--- src/rtl/muldiv_unit.sv ---
// Iterative multiply/divide unit with private HI/LO registers.
// MULT/MULTU use a shift-add loop and DIV/DIVU a restoring loop, both one bit
// per cycle. Signed ops run on magnitudes and a FIX cycle restores the signs.
// MTHI/MTLO write HI/LO directly. The pipeline is held while the unit works.
module muldiv_unit #(
    parameter int unsigned DATA_WIDTH = 32
) (
    input  logic                  clk,
    input  logic                  rst,
    input  logic                  start,
    input  logic [5:0]            funct,
    input  logic [DATA_WIDTH-1:0] operand_1,
    input  logic [DATA_WIDTH-1:0] operand_2,
    input  logic                  flush,
    output logic                  stall_request,
    output logic                  busy,
    output logic                  done,
    output logic [DATA_WIDTH-1:0] hi,
    output logic [DATA_WIDTH-1:0] lo
);

    localparam logic [5:0] FUNCT_MTHI  = 6'b010001;
    localparam logic [5:0] FUNCT_MTLO  = 6'b010011;
    localparam logic [5:0] FUNCT_MULT  = 6'b011000;
    localparam logic [5:0] FUNCT_MULTU = 6'b011001;
    localparam logic [5:0] FUNCT_DIV   = 6'b011010;
    localparam logic [5:0] FUNCT_DIVU  = 6'b011011;

    localparam int unsigned CW = $clog2(DATA_WIDTH);
    localparam logic [CW-1:0] CNT_LAST = CW'(DATA_WIDTH - 1);
    localparam logic [CW-1:0] CNT_ONE  = CW'(1);

    typedef enum logic [1:0] {IDLE, BUSY, FIX, DONE} state_t;

    state_t state, state_next;

    logic [CW-1:0]         count;
    logic [DATA_WIDTH-1:0] op_b;      // multiplicand or divisor magnitude
    logic [DATA_WIDTH-1:0] acc_hi;    // product high half / remainder
    logic [DATA_WIDTH-1:0] acc_lo;    // multiplier shifting out / quotient
    logic                  op_div;
    logic                  neg_1;
    logic                  neg_2;

    logic                  is_mul, is_div, is_signed, div_zero, accept;
    logic [DATA_WIDTH-1:0] abs_1, abs_2;

    logic [DATA_WIDTH:0]     mul_sum;
    logic [DATA_WIDTH-1:0]   rem_shift;
    logic [DATA_WIDTH:0]     trial;
    logic                    trial_ok;
    logic [2*DATA_WIDTH-1:0] prod_fix;
    logic [DATA_WIDTH-1:0]   quo_fix, rem_fix;

    // Instruction decode and acceptance of a new multiply/divide.
    always_comb begin
        is_mul    = (funct == FUNCT_MULT) || (funct == FUNCT_MULTU);
        is_div    = (funct == FUNCT_DIV)  || (funct == FUNCT_DIVU);
        is_signed = (funct == FUNCT_MULT) || (funct == FUNCT_DIV);
        div_zero  = is_div && (operand_2 == '0);
        accept    = (state == IDLE) && start && !flush && (is_mul || is_div);
        abs_1     = (is_signed && operand_1[DATA_WIDTH-1]) ? -operand_1 : operand_1;
        abs_2     = (is_signed && operand_2[DATA_WIDTH-1]) ? -operand_2 : operand_2;
    end

    // One iteration step for both loops plus the sign fix-up of the result.
    always_comb begin
        // 65-bit {carry, acc_hi, acc_lo} add-then-shift: the carry lands in
        // acc_hi's MSB after the shift, so it never needs its own register.
        mul_sum   = {1'b0, acc_hi} + (acc_lo[0] ? {1'b0, op_b} : '0);
        // A set bit shifted out of the remainder means the 33-bit partial
        // remainder already exceeds any divisor, so the trial always succeeds.
        rem_shift = {acc_hi[DATA_WIDTH-2:0], acc_lo[DATA_WIDTH-1]};
        trial     = {1'b0, rem_shift} - {1'b0, op_b};
        trial_ok  = acc_hi[DATA_WIDTH-1] || !trial[DATA_WIDTH];
        prod_fix  = (neg_1 ^ neg_2) ? -{acc_hi, acc_lo} : {acc_hi, acc_lo};
        quo_fix   = (neg_1 ^ neg_2) ? -acc_lo : acc_lo;
        rem_fix   = neg_1 ? -acc_hi : acc_hi;
    end

    // State register.
    always_ff @(posedge clk or negedge rst) begin
        if (!rst) state <= IDLE;
        else      state <= state_next;
    end

    // Next-state logic; flush returns to IDLE from anywhere.
    always_comb begin
        state_next = state;
        case (state)
            IDLE: if (accept) state_next = div_zero ? DONE : BUSY;
            BUSY: if (count == '0) state_next = FIX;
            FIX:  state_next = DONE;
            DONE: state_next = IDLE;
            default: state_next = IDLE;
        endcase
        if (flush) state_next = IDLE;
    end

    // Pipeline-facing status outputs.
    always_comb begin
        stall_request = 1'b0;
        if (!flush) begin
            case (state)
                IDLE:      stall_request = start && (is_mul || is_div);
                BUSY, FIX: stall_request = 1'b1;
                default:   stall_request = 1'b0;
            endcase
        end
        busy = (state == BUSY) || (state == FIX);
        done = (state == DONE) && !flush;
    end

    // Operand latch and iteration datapath.
    always_ff @(posedge clk or negedge rst) begin
        if (!rst) begin
            count  <= '0;
            op_b   <= '0;
            acc_hi <= '0;
            acc_lo <= '0;
            op_div <= 1'b0;
            neg_1  <= 1'b0;
            neg_2  <= 1'b0;
        end else if (accept) begin
            count  <= CNT_LAST;
            op_div <= is_div;
            neg_1  <= is_signed && operand_1[DATA_WIDTH-1];
            neg_2  <= is_signed && operand_2[DATA_WIDTH-1];
            acc_hi <= '0;
            if (is_div) begin
                op_b   <= abs_2;
                acc_lo <= abs_1;
            end else begin
                op_b   <= abs_1;
                acc_lo <= abs_2;
            end
        end else if (state == BUSY) begin
            count <= count - CNT_ONE;
            if (op_div) begin
                acc_hi <= trial_ok ? trial[DATA_WIDTH-1:0] : rem_shift;
                acc_lo <= {acc_lo[DATA_WIDTH-2:0], trial_ok};
            end else begin
                acc_hi <= mul_sum[DATA_WIDTH:1];
                acc_lo <= {mul_sum[0], acc_lo[DATA_WIDTH-1:1]};
            end
        end
    end

    // HI/LO register writes; a flush suppresses every write in its cycle.
    always_ff @(posedge clk or negedge rst) begin
        if (!rst) begin
            hi <= '0;
            lo <= '0;
        end else if (!flush) begin
            if (state == IDLE && start) begin
                if (funct == FUNCT_MTHI) hi <= operand_1;
                if (funct == FUNCT_MTLO) lo <= operand_1;
                if (accept && div_zero) begin
                    hi <= operand_1;
                    lo <= '1;
                end
            end else if (state == FIX) begin
                if (op_div) begin
                    hi <= rem_fix;
                    lo <= quo_fix;
                end else begin
                    hi <= prod_fix[2*DATA_WIDTH-1:DATA_WIDTH];
                    lo <= prod_fix[DATA_WIDTH-1:0];
                end
            end
        end
    end

endmodule

--- config.mk ---
export PLATFORM = sky130hd
export DESIGN_NAME = muldiv_unit
export DESIGN_NICKNAME = d
export VERILOG_FILES = /design/src/rtl/muldiv_unit.sv
export SDC_FILE = /design/constraint.sdc
export NUM_CORES = 1
export LEC_CHECK = 0
export CORE_MARGIN = 4
export CORE_UTILIZATION = 25
export DETAILED_ROUTE_END_ITERATION = 10
export PLACE_DENSITY = 0.39
export SYNTH_ARGS = -nofsm -noshare
export SYNTH_HDL_FRONTEND = slang
export SYNTH_SLANG_ARGS = --single-unit
--- constraint.sdc ---
create_clock -name clk -period 10.3 [get_ports clk]
set_input_delay 1.545 -clock clk [delete_from_list [all_inputs] [get_ports clk]]
set_output_delay 1.545 -clock clk [all_outputs]
set_load 0.02 [all_outputs]
==> reports/qor.yml, run 1 <==
pwr:
  p_per_area_nw_per_um2: 326.2
  peakVddDrop_mv: 0.1227
  netSwitchingFraction_pct: 52.09
  p_int_uw: 2853
  pwr-share-comb_pct: 64.0
  clock_power_share_pct: 12.1
  seqPwrFrac_pct: 23.8
  p_leak_uw: 0.007194
  switchingPower_uw: 3101
timing:
  fin_crit_sh_pct: 54.45
  hold_violations: 0
  tns_ps: 0
  worst_pin_slew_ps: 1172
  final-max-slew-violation-count: 0
  fmax_ghz: 0.1783
  slew-limit-headroom_pct: 20.86
  finalSetupViolCount: 0
  worst_clock_skew_ps: 12.31
  final.min_clock_period_ps: 5608
  rsz0062_at_grt: "no"
clocking:
  ctsRootBufferMaster: "clkbuf_16"
  cts_made_buffers: 17
  cts_tree: "yes"
  clk_path_buf_depth: 2
  cts_max_level: 4
  cts_resized: 0
  cts_sinks: 170
  clock_latency_ps: 490
  hold_buffers: 0
  clk_pin_slew_ps: 80
  cts_setup_buffers: 0
logic_synthesis:
  syn_area_per_cell_um2: 7.488
  seq_area_frac_synth_pct: 27.37
  ys_seq_elements: 170
  yosys.area.top_type_share_pct: 27.37
  synth_flop_cell: "dfrtp_1"
  synthesis.area_um2: 15540
  ys_types: 77
  async_reset_ff_share_pct: 100.0
  ys_top_cells_by_area: "dfrtp_1, nor2_1, o21ai_0"
  ys_warn_count: 0
  synthCells: 2076
  synth_top_area_cell: "dfrtp_1"
  synth_edf_count: 0
  syn_nets: 2227
critical_path:
  end_kind: "flip-flop"
  reg2reg_from: "acc_lo[0]"
  r2r_slack_ps: 5910
  r2r-end: "acc_hi[28]"
  startpoint_type: "input pin"
  worstSetupPathType: "in2reg"
  cp.arrival_ps: 6040
  r2r_cells: 14
  crit_fanout: 39
  required_ps: 10740
floorplanning:
  ios: 141
  core-area_um2: 61600
  initial_core_util_pct: 25.24
  die_area_um2: 66230
  rows: 91
  die_width_um: 257.4
  dieHeight_um: 257.4
detailed_routing:
  drc_errors: 0
  drt-initial-drc-count: 1384
  ant_nets: 0
  viasPerCell: 5.144
  drt_first_pass_iters: 7
  wl_um: 65420
  vias: 15270
  wl_per_cell_um: 22.04
global_routing:
  grt_usage_pct: 19.41
  grt_remaining_overflow: 0
  antenna_found_initial: 0
  grt_pass1_wl_um: 96950
  grt_max_degree: 103
  grt_pass1_vias: 14310
finish:
  final-instance-count-excl-fill: 2969
  mostFrequentLayoutCells: "nor2_1, nand2_1, o21ai_0"
  fin_util_pct: 29.63
  layout_commonest_cell: "nor2_1"
  fillers: 6727
  syn_to_final_growth_pct: 17.42
  drive_gt1_share_pct: 5.535
  n_antenna_cell: 0
  nets: 2270
placed_design:
  place_inst: 2937
  port-buffer-count: 140
  dp_hpwl_um: 51030
  gp_congestion: 0.8809
worst_hold_path:
  hold_class: "reg2reg"
  hp-start: "op_b[21]"
  whs_endpoint: "op_b[21]"
  hold_depth: 2
run_status:
  status: "complete, no violations"
run:
  drv_cap: 0
[state kept, by name (all words and copies together) (netlist names)]
signal,count
acc_hi,32
acc_lo,32
hi,32
lo,32
op_b,32
count,5
state,2
neg_1,1
neg_2,1
op_div,1
[layer usage]
layer | share of wire [%] | track usage (%) | vias up
li1 | - | - | 7476
met1 | 49 | 28.43 | 7322
met2 | 44 | 30.13 | 433
met3 | 4.8 | 3.051 | 42
met4 | 1.6 | 4.265 | 0
met5 | 0 | 0 | -
[cells by family (layout without fill, tap and decap cells)]
kind of cell / count (synthesis) / count (layout) / synth area share (%)
and+or+nand+nor: 731 / 731 / 21.32
AOI/OAI and AO/OA: 673 / 673 / 27.01
buffers and inverters: 206 / 262 / 5.312
xor gates and xnor gates: 177 / 177 / 9.973
DFF: 170 / 170 / 27.37
adders and majority gates: 77 / 77 / 6.294
muxes: 42 / 42 / 2.721
[final cells by class]
class,instances,area (µm²),share of cell area [%]
clock buffer,19,442.9,2.427
clock inverter,13,181.4,0.9940
inverter,71,266.5,1.460
multi-input combinational,1700,10510,57.60
sequential,170,4258,23.33
tap,837,1047,5.738
timing repair buffer,159,1543,8.452
[per-stage QoR]
step	setup WS (ps)	hold WS [ps]	instance area [µm²]	power, µW
floorplan	5969	449.8	15540	3901
CTS	4732	486.7	18250	5984
finish	4692	485.5	18250	5954
global route	4409	511.7	18250	6457
detailed placement	4194	470.6	17630	5226
global placement	4227	470.0	17630	5233
[power groups by stage]
stage	logic (µW)	clock network, µW	registers [µW]
2_1_floorplan	2570	0	1330
3_3_place_gp	3800	0	1430
3_5_place_dp	3790	0	1430
4_1_cts	3820	748	1420
5_1_grt	4220	777	1460
6_report	3810	723	1420
[how the worst max path moves through the flow]
| stage | startpoint | to | slack (ps) | cells past startpoint |
|---|---|---|---|---|
| global placement | operand_2[14] | hi[27] | 4230 | 12 |
| global route | operand_2[14] | hi[28] | 4410 | 11 |
| detailed placement | operand_2[14] | hi[20] | 4190 | 12 |
| finish | operand_2[14] | hi[27] | 4690 | 12 |
| CTS | operand_2[14] | hi[27] | 4730 | 12 |
| floorplan | operand_2[16] | lo[28] | 5970 | 10 |
[cells in the mapped netlist, drive strengths merged (6+ instances only)]
library cell / number
a21o: 36
o21a: 9
nand4: 9
or2: 8
o211ai: 57
and3: 13
nor2: 269
nand2: 242
nand3b: 6
ha: 75
xor2: 76
a221oi: 8
and2: 17
a31oi: 19
nor3: 52
o41ai: 13
a211oi: 29
or4: 15
nand2b: 14
nor2b: 16
a31o: 6
a21oi: 216
o22ai: 9
or3: 19
mux2i: 40
xnor2: 101
o21ai: 191
inv: 71
dfrtp: 170
o31ai: 41
nand3: 17
nor4: 22
buf: 22
clkbuf: 113
[critical path, stage by stage]
cell and delay, ps:
clkdlybuf4s50_1 480, or4_4 560, or3_4 370, or4_4 450, nor3_4 240, nand2_2 130, nor4_4 490, and2_1 960
nor3_2 130, buf_4 300, a211oi_1 260, a21o_1 110
No activity file was read; power rests on OpenSTA's default activity.
==> run 2: changes to the inputs <==
--- a/config.mk
+++ b/config.mk
@@ -8,7 +8,7 @@
 export CORE_MARGIN = 4
 export CORE_UTILIZATION = 25
 export DETAILED_ROUTE_END_ITERATION = 10
-export PLACE_DENSITY = 0.39
+export PLACE_DENSITY = 0.41
 export SYNTH_ARGS = -nofsm -noshare
 export SYNTH_HDL_FRONTEND = slang
 export SYNTH_SLANG_ARGS = --single-unit
==> constraint.sdc (replaced) <==
create_clock -name clk -period 4.9 [get_ports clk]
set_input_delay 0.735 -clock clk [delete_from_list [all_inputs] [get_ports clk]]
set_output_delay 0.735 -clock clk [all_outputs]
set_load 0.02 [all_outputs]
==> run 2 against run 1 <==
Against the previous run: via count is 0.94% higher; final cell count increased by 0.67%; sequential power rose by 97%; critical path type is now reg2reg; routed wire length is 0.89% lower; sequential share of layout area down 0.18 points; register-to-register slack worse by 5200 ps; first-iteration DRC count shrank 0.14%; critical endpoint is now acc_hi[25]; clock-buffer cell count grew 2; clock skew rose by 3.3 ps; non-clock buffer count up 19; global-route usage is 0.14 points lower; sequential cell count did not move.
==> reports/qor.yml, run 2 (synthesis results as in run 1) <==
placed_design:
  place_area_um2: 17810
  post-place-ws_ps: 305.5
  dp_hpwl_um: 50520
  port-buffer-count: 140
  gp_congestion: 0.8970
timing:
  final-max-slew-violation-count: 0
  slew-limit-headroom_pct: 33.75
  hold_slack_ps: 291.2
  final.min_clock_period_ps: 4207
  layout_setup_ws_ps: 692.8
  fin_crit_sh_pct: 85.86
  fmax_ghz: 0.2377
  finalSetupViolCount: 0
  worst_clock_skew_ps: 15.57
  tns_ps: 0
  rsz0062_at_grt: "no"
  worst_pin_slew_ps: 990.4
  hold_violations: 0
global_routing:
  grt_max_degree: 104
  grt_remaining_overflow: 0
  grt_usage_pct: 19.27
  antenna_found_initial: 1
  grt_pass1_wl_um: 96620
  grt_pass1_vias: 14550
run:
  drv_cap: 0
floorplanning:
  ios: 141
  dieHeight_um: 257.4
  die_area_um2: 66230
  core-area_um2: 61600
  die_width_um: 257.4
  initial_core_util_pct: 25.24
  rows: 91
critical_path:
  crit_fanout: 40
  cpMaxStageDelayCell: "a31o_2"
  critPathTopFamily: "compound AO/OA/AOI/OAI gates"
  r2r_slack_ps: 690
  cp_num_buf_inv: 1
  required_ps: 5280
  cp.arrival_ps: 4590
  end_kind: "flip-flop"
  reg2reg_from: "acc_lo[31]"
  worstSetupPathType: "reg2reg"
  cpPeakStageDelay_ps: 560
  path_depth: 12
  endpoint: "acc_hi[25]"
  worstSetupStartpoint: "acc_lo[31]"
  r2r-end: "acc_hi[25]"
  startpoint_type: "flip-flop"
  r2r_cells: 12
  critical_path.cell_chain: "inv_1, ha_1, fa_1, nand2b_1, a21o_1, a211o_1, a21oi_1, o21ai_0, a31o_2, and3_1, a221o_1, a22o_1"
clocking:
  cts_sinks: 170
  cts_resized: 0
  clk_path_buf_depth: 2
  cts_setup_buffers: 0
  hold_buffers: 0
  ctsRootBufferMaster: "clkbuf_16"
  clk_pin_slew_ps: 70
  cts_max_level: 4
  cts_tree: "yes"
  cts_made_buffers: 17
  clock_latency_ps: 500
finish:
  mostFrequentLayoutCells: "nor2_1, nand2_1, o21ai_0"
  fin_util_pct: 29.86
  syn_to_final_growth_pct: 18.33
  nets: 2289
  layout_commonest_cell: "nor2_1"
  drive_gt1_share_pct: 6.369
  finish.instance_area_um2: 18390
detailed_routing:
  ant_nets: 0
  wl_per_cell_um: 21.69
  drc_errors: 0
  viasPerCell: 5.158
  drt_first_pass_iters: 6
  wl_um: 64840
  drt-initial-drc-count: 1382
  vias: 15420
pwr:
  p_leak_uw: 0.007277
  p_per_area_nw_per_um2: 681.8
  clock_power_share_pct: 11.4
  seqPwrFrac_pct: 22.3
  netSwitchingFraction_pct: 52.11
  pwr-share-comb_pct: 66.2
  switchingPower_uw: 6535
  p_int_uw: 6006
  peakVddDrop_mv: 0.3047
run_status:
  status: "complete, no violations"
worst_hold_path:
  hold_class: "in2async"
## run 2: routing by layer
metal	part of all wire, %	global-route usage (%)	up-vias
met5	0	0	-
met4	2.5	5.335	0
met3	4.9	2.962	60
met2	44	29.88	494
met1	49	27.86	7344
li1	-	-	7518
## run 2: final cells by class
cell class	instances	area (µm²)
fillers	6673	43200
clock inverters	11	110.1
diodes	1	2.502
flip-flops and latches	170	4258
multi-input cells	1700	10510
well taps	837	1047
inverters	71	266.5
repair buffers	178	1725
clock buffers	21	470.5
## run 2: worst register-to-register path, cell delays in order (launching register included)
cell and delay [ps]:
dfrtp_1 400, inv_1 150, ha_1 250, fa_1 430, nand2b_1 210, a21o_1 210, a211o_1 330, a21oi_1 450
o21ai_0 340, a31o_2 560, and3_1 340, a221o_1 250, a22o_1 170
## run 2: worst min-delay path by stage
stage | depth (start not counted) | end
floorplan | 0 | acc_hi[0]
CTS | 1 | op_b[5]
global placement | 1 | hi[27]
global route | 1 | op_b[5]
detailed placement | 2 | hi[23]
finish | 1 | op_b[5]
## run 2: stage by stage
| stage | total power [µW] | cells |
|---|---|---|
| CTS | 12570 | 2988 |
| global route | 13570 | 2989 |
| detailed placement | 11080 | 2956 |
| floorplan | 8201 | 2076 |
| finish | 12540 | 2989 |
| global placement | 11070 | 2956 |
## run 2: power by group through the flow
stage	sequential [µW]	clock [µW]	combinational, µW
4_1_cts	2800	1470	8290
5_1_grt	2890	1530	9150
6_report	2800	1430	8310
3_5_place_dp	2830	0	8250
2_1_floorplan	2810	0	5390
3_3_place_gp	2830	0	8240
==> run 3: changes to the inputs <==
--- a/config.mk
+++ b/config.mk
@@ -5,10 +5,13 @@
 export SDC_FILE = /design/constraint.sdc
 export NUM_CORES = 1
 export LEC_CHECK = 0
+export CELL_PAD_IN_SITES_DETAIL_PLACEMENT = 0
+export CELL_PAD_IN_SITES_GLOBAL_PLACEMENT = 1
 export CORE_MARGIN = 4
 export CORE_UTILIZATION = 25
+export CTS_CLUSTER_DIAMETER = 150
 export DETAILED_ROUTE_END_ITERATION = 10
-export PLACE_DENSITY = 0.41
+export PLACE_DENSITY = 0.52
 export SYNTH_ARGS = -nofsm -noshare
 export SYNTH_HDL_FRONTEND = slang
 export SYNTH_SLANG_ARGS = --single-unit
==> run 3 against run 2 <==
Against the previous run: register-to-register slack got worse by 110 ps; largest cell class unchanged; clock-buffer cell count decreased by 3; critical path type unchanged; largest power group unchanged; clock power about the same; sequential power about the same; combinational power increased by 1%.
==> reports/qor.yml, run 3 (synthesis results as in run 1) <==
clocking:
  cts_max_level: 4
  clock_latency_ps: 500
  clk_path_buf_depth: 2
  cts_made_buffers: 17
  cts_sinks: 170
  hold_buffers: 0
  clk_pin_slew_ps: 80
  cts_tree: "yes"
  cts_resized: 0
  ctsRootBufferMaster: "clkbuf_16"
  cts_setup_buffers: 0
placed_design:
  dp_hpwl_um: 52350
  port-buffer-count: 140
  gp_congestion: 0.8771
finish:
  fin_util_pct: 30.02
  n_antenna_cell: 0
  syn_to_final_growth_pct: 18.96
  nets: 2302
  layout_commonest_cell: "nor2_1"
  drive_gt1_share_pct: 6.978
  mostFrequentLayoutCells: "nor2_1, nand2_1, o21ai_0"
floorplanning:
  dieHeight_um: 257.4
  rows: 91
  die_width_um: 257.4
  die_area_um2: 66230
  initial_core_util_pct: 25.24
  core-area_um2: 61600
  ios: 141
detailed_routing:
  wl_per_cell_um: 22.14
  drt-initial-drc-count: 1228
  drc_errors: 0
  ant_nets: 0
  wl_um: 66440
  vias: 15360
  drt_first_pass_iters: 5
  viasPerCell: 5.117
pwr:
  p_leak_uw: 0.007354
  p_per_area_nw_per_um2: 686.6
  peakVddDrop_mv: 0.2689
critical_path:
  end_kind: "flip-flop"
  crit_fanout: 40
  worstSetupPathType: "reg2reg"
  r2r-end: "acc_hi[25]"
  reg2reg_from: "acc_lo[31]"
  worstSetupStartpoint: "acc_lo[31]"
  required_ps: 5280
  r2r_cells: 12
  cpPeakStageDelay_ps: 560
  cp.arrival_ps: 4700
  cpMaxStageDelayCell: "a31o_2"
  critical_path.cell_chain: "inv_1, ha_1, fa_1, nand2b_1, a21o_1, a211o_1, a21oi_1, o21ai_0, a31o_2, and3_1, a221o_1, a22o_1"
  startpoint_type: "flip-flop"
  endpoint: "acc_hi[25]"
  r2r_slack_ps: 580
timing:
  final-max-slew-violation-count: 0
  slew-limit-headroom_pct: 18.68
  hold_violations: 0
  rsz0062_at_grt: "no"
  tns_ps: 0
  fmax_ghz: 0.2315
  final.min_clock_period_ps: 4320
  finalSetupViolCount: 0
  fin_crit_sh_pct: 88.15
  worst_clock_skew_ps: 16.21
  worst_pin_slew_ps: 1213
run_status:
  status: "complete, no violations"
global_routing:
  grt_max_degree: 89
  grt_pass1_wl_um: 98970
  grt_usage_pct: 19.83
  antenna_found_initial: 0
  grt_pass1_vias: 14920
  grt.busiest_layer: "met2"
  met1_usage_pct: 28.89
  use_met2_pct: 29.49
  grt_remaining_overflow: 0
  grt_util_met3_pct: 3.336
run:
  drv_cap: 0
worst_hold_path:
  hold_class: "in2async"
run 3: power by group:
group,switching [µW],internal (µW),leakage (µW)
Sequential,788,2020,0.00194
Clock,690,775,0.000295
Combinational,5150,3280,0.00512
run 3: worst min path at each step:
stage,cells after the start,slack [ps],to
after detailed placement,2,470,hi[23]
final,1,280,op_b[7]
after CTS,1,320,op_b[7]
after floorplan,0,440,acc_hi[0]
after global routing,1,320,op_b[7]
after global placement,1,460,hi[27]
run 3: layout make-up:
cell class	instances	area, µm²
timing repair buffer	191	1810
tap	837	1047
multi-input combinational	1700	10510
fill	6647	43110
clock buffer	18	439.2
sequential	170	4258
inverter	71	266.5
clock inverter	14	157.7
run 3: per-stage QoR:
stage          setup WS [ps]  area, µm²  hold WS, ps  total power [µW]  cells
2_1_floorplan           1379      15540        439.4              8201   2076
3_3_place_gp           338.7      17900        462.0             11210   2969
3_5_place_dp           314.3      17900        473.6             11200   2969
4_1_cts                679.7      18490        315.4             12750   3001
5_1_grt                442.7      18490        320.1             13770   3001
6_report               580.4      18490        283.6             12700   3001
run 3: metal layers:
| layer | part of all wire (%) | wire (µm) | vias up |
|---|---|---|---|
| li1 | - | - | 7530 |
| met1 | 49 | 32710 | 7315 |
| met2 | 43 | 28270 | 436 |
| met3 | 5.0 | 3316 | 76 |
| met4 | 3.2 | 2147 | 0 |
| met5 | 0 | 0 | - |
run 3: worst max-delay path, delay by kind of cell (launching register included):
family | cells | cell delay, ps
AOI/OAI and AO/OA | 7 | 2330
adders and majority gates | 2 | 690
and+or+nand+nor | 2 | 540
DFF | 1 | 440
buffers and inverters | 1 | 170
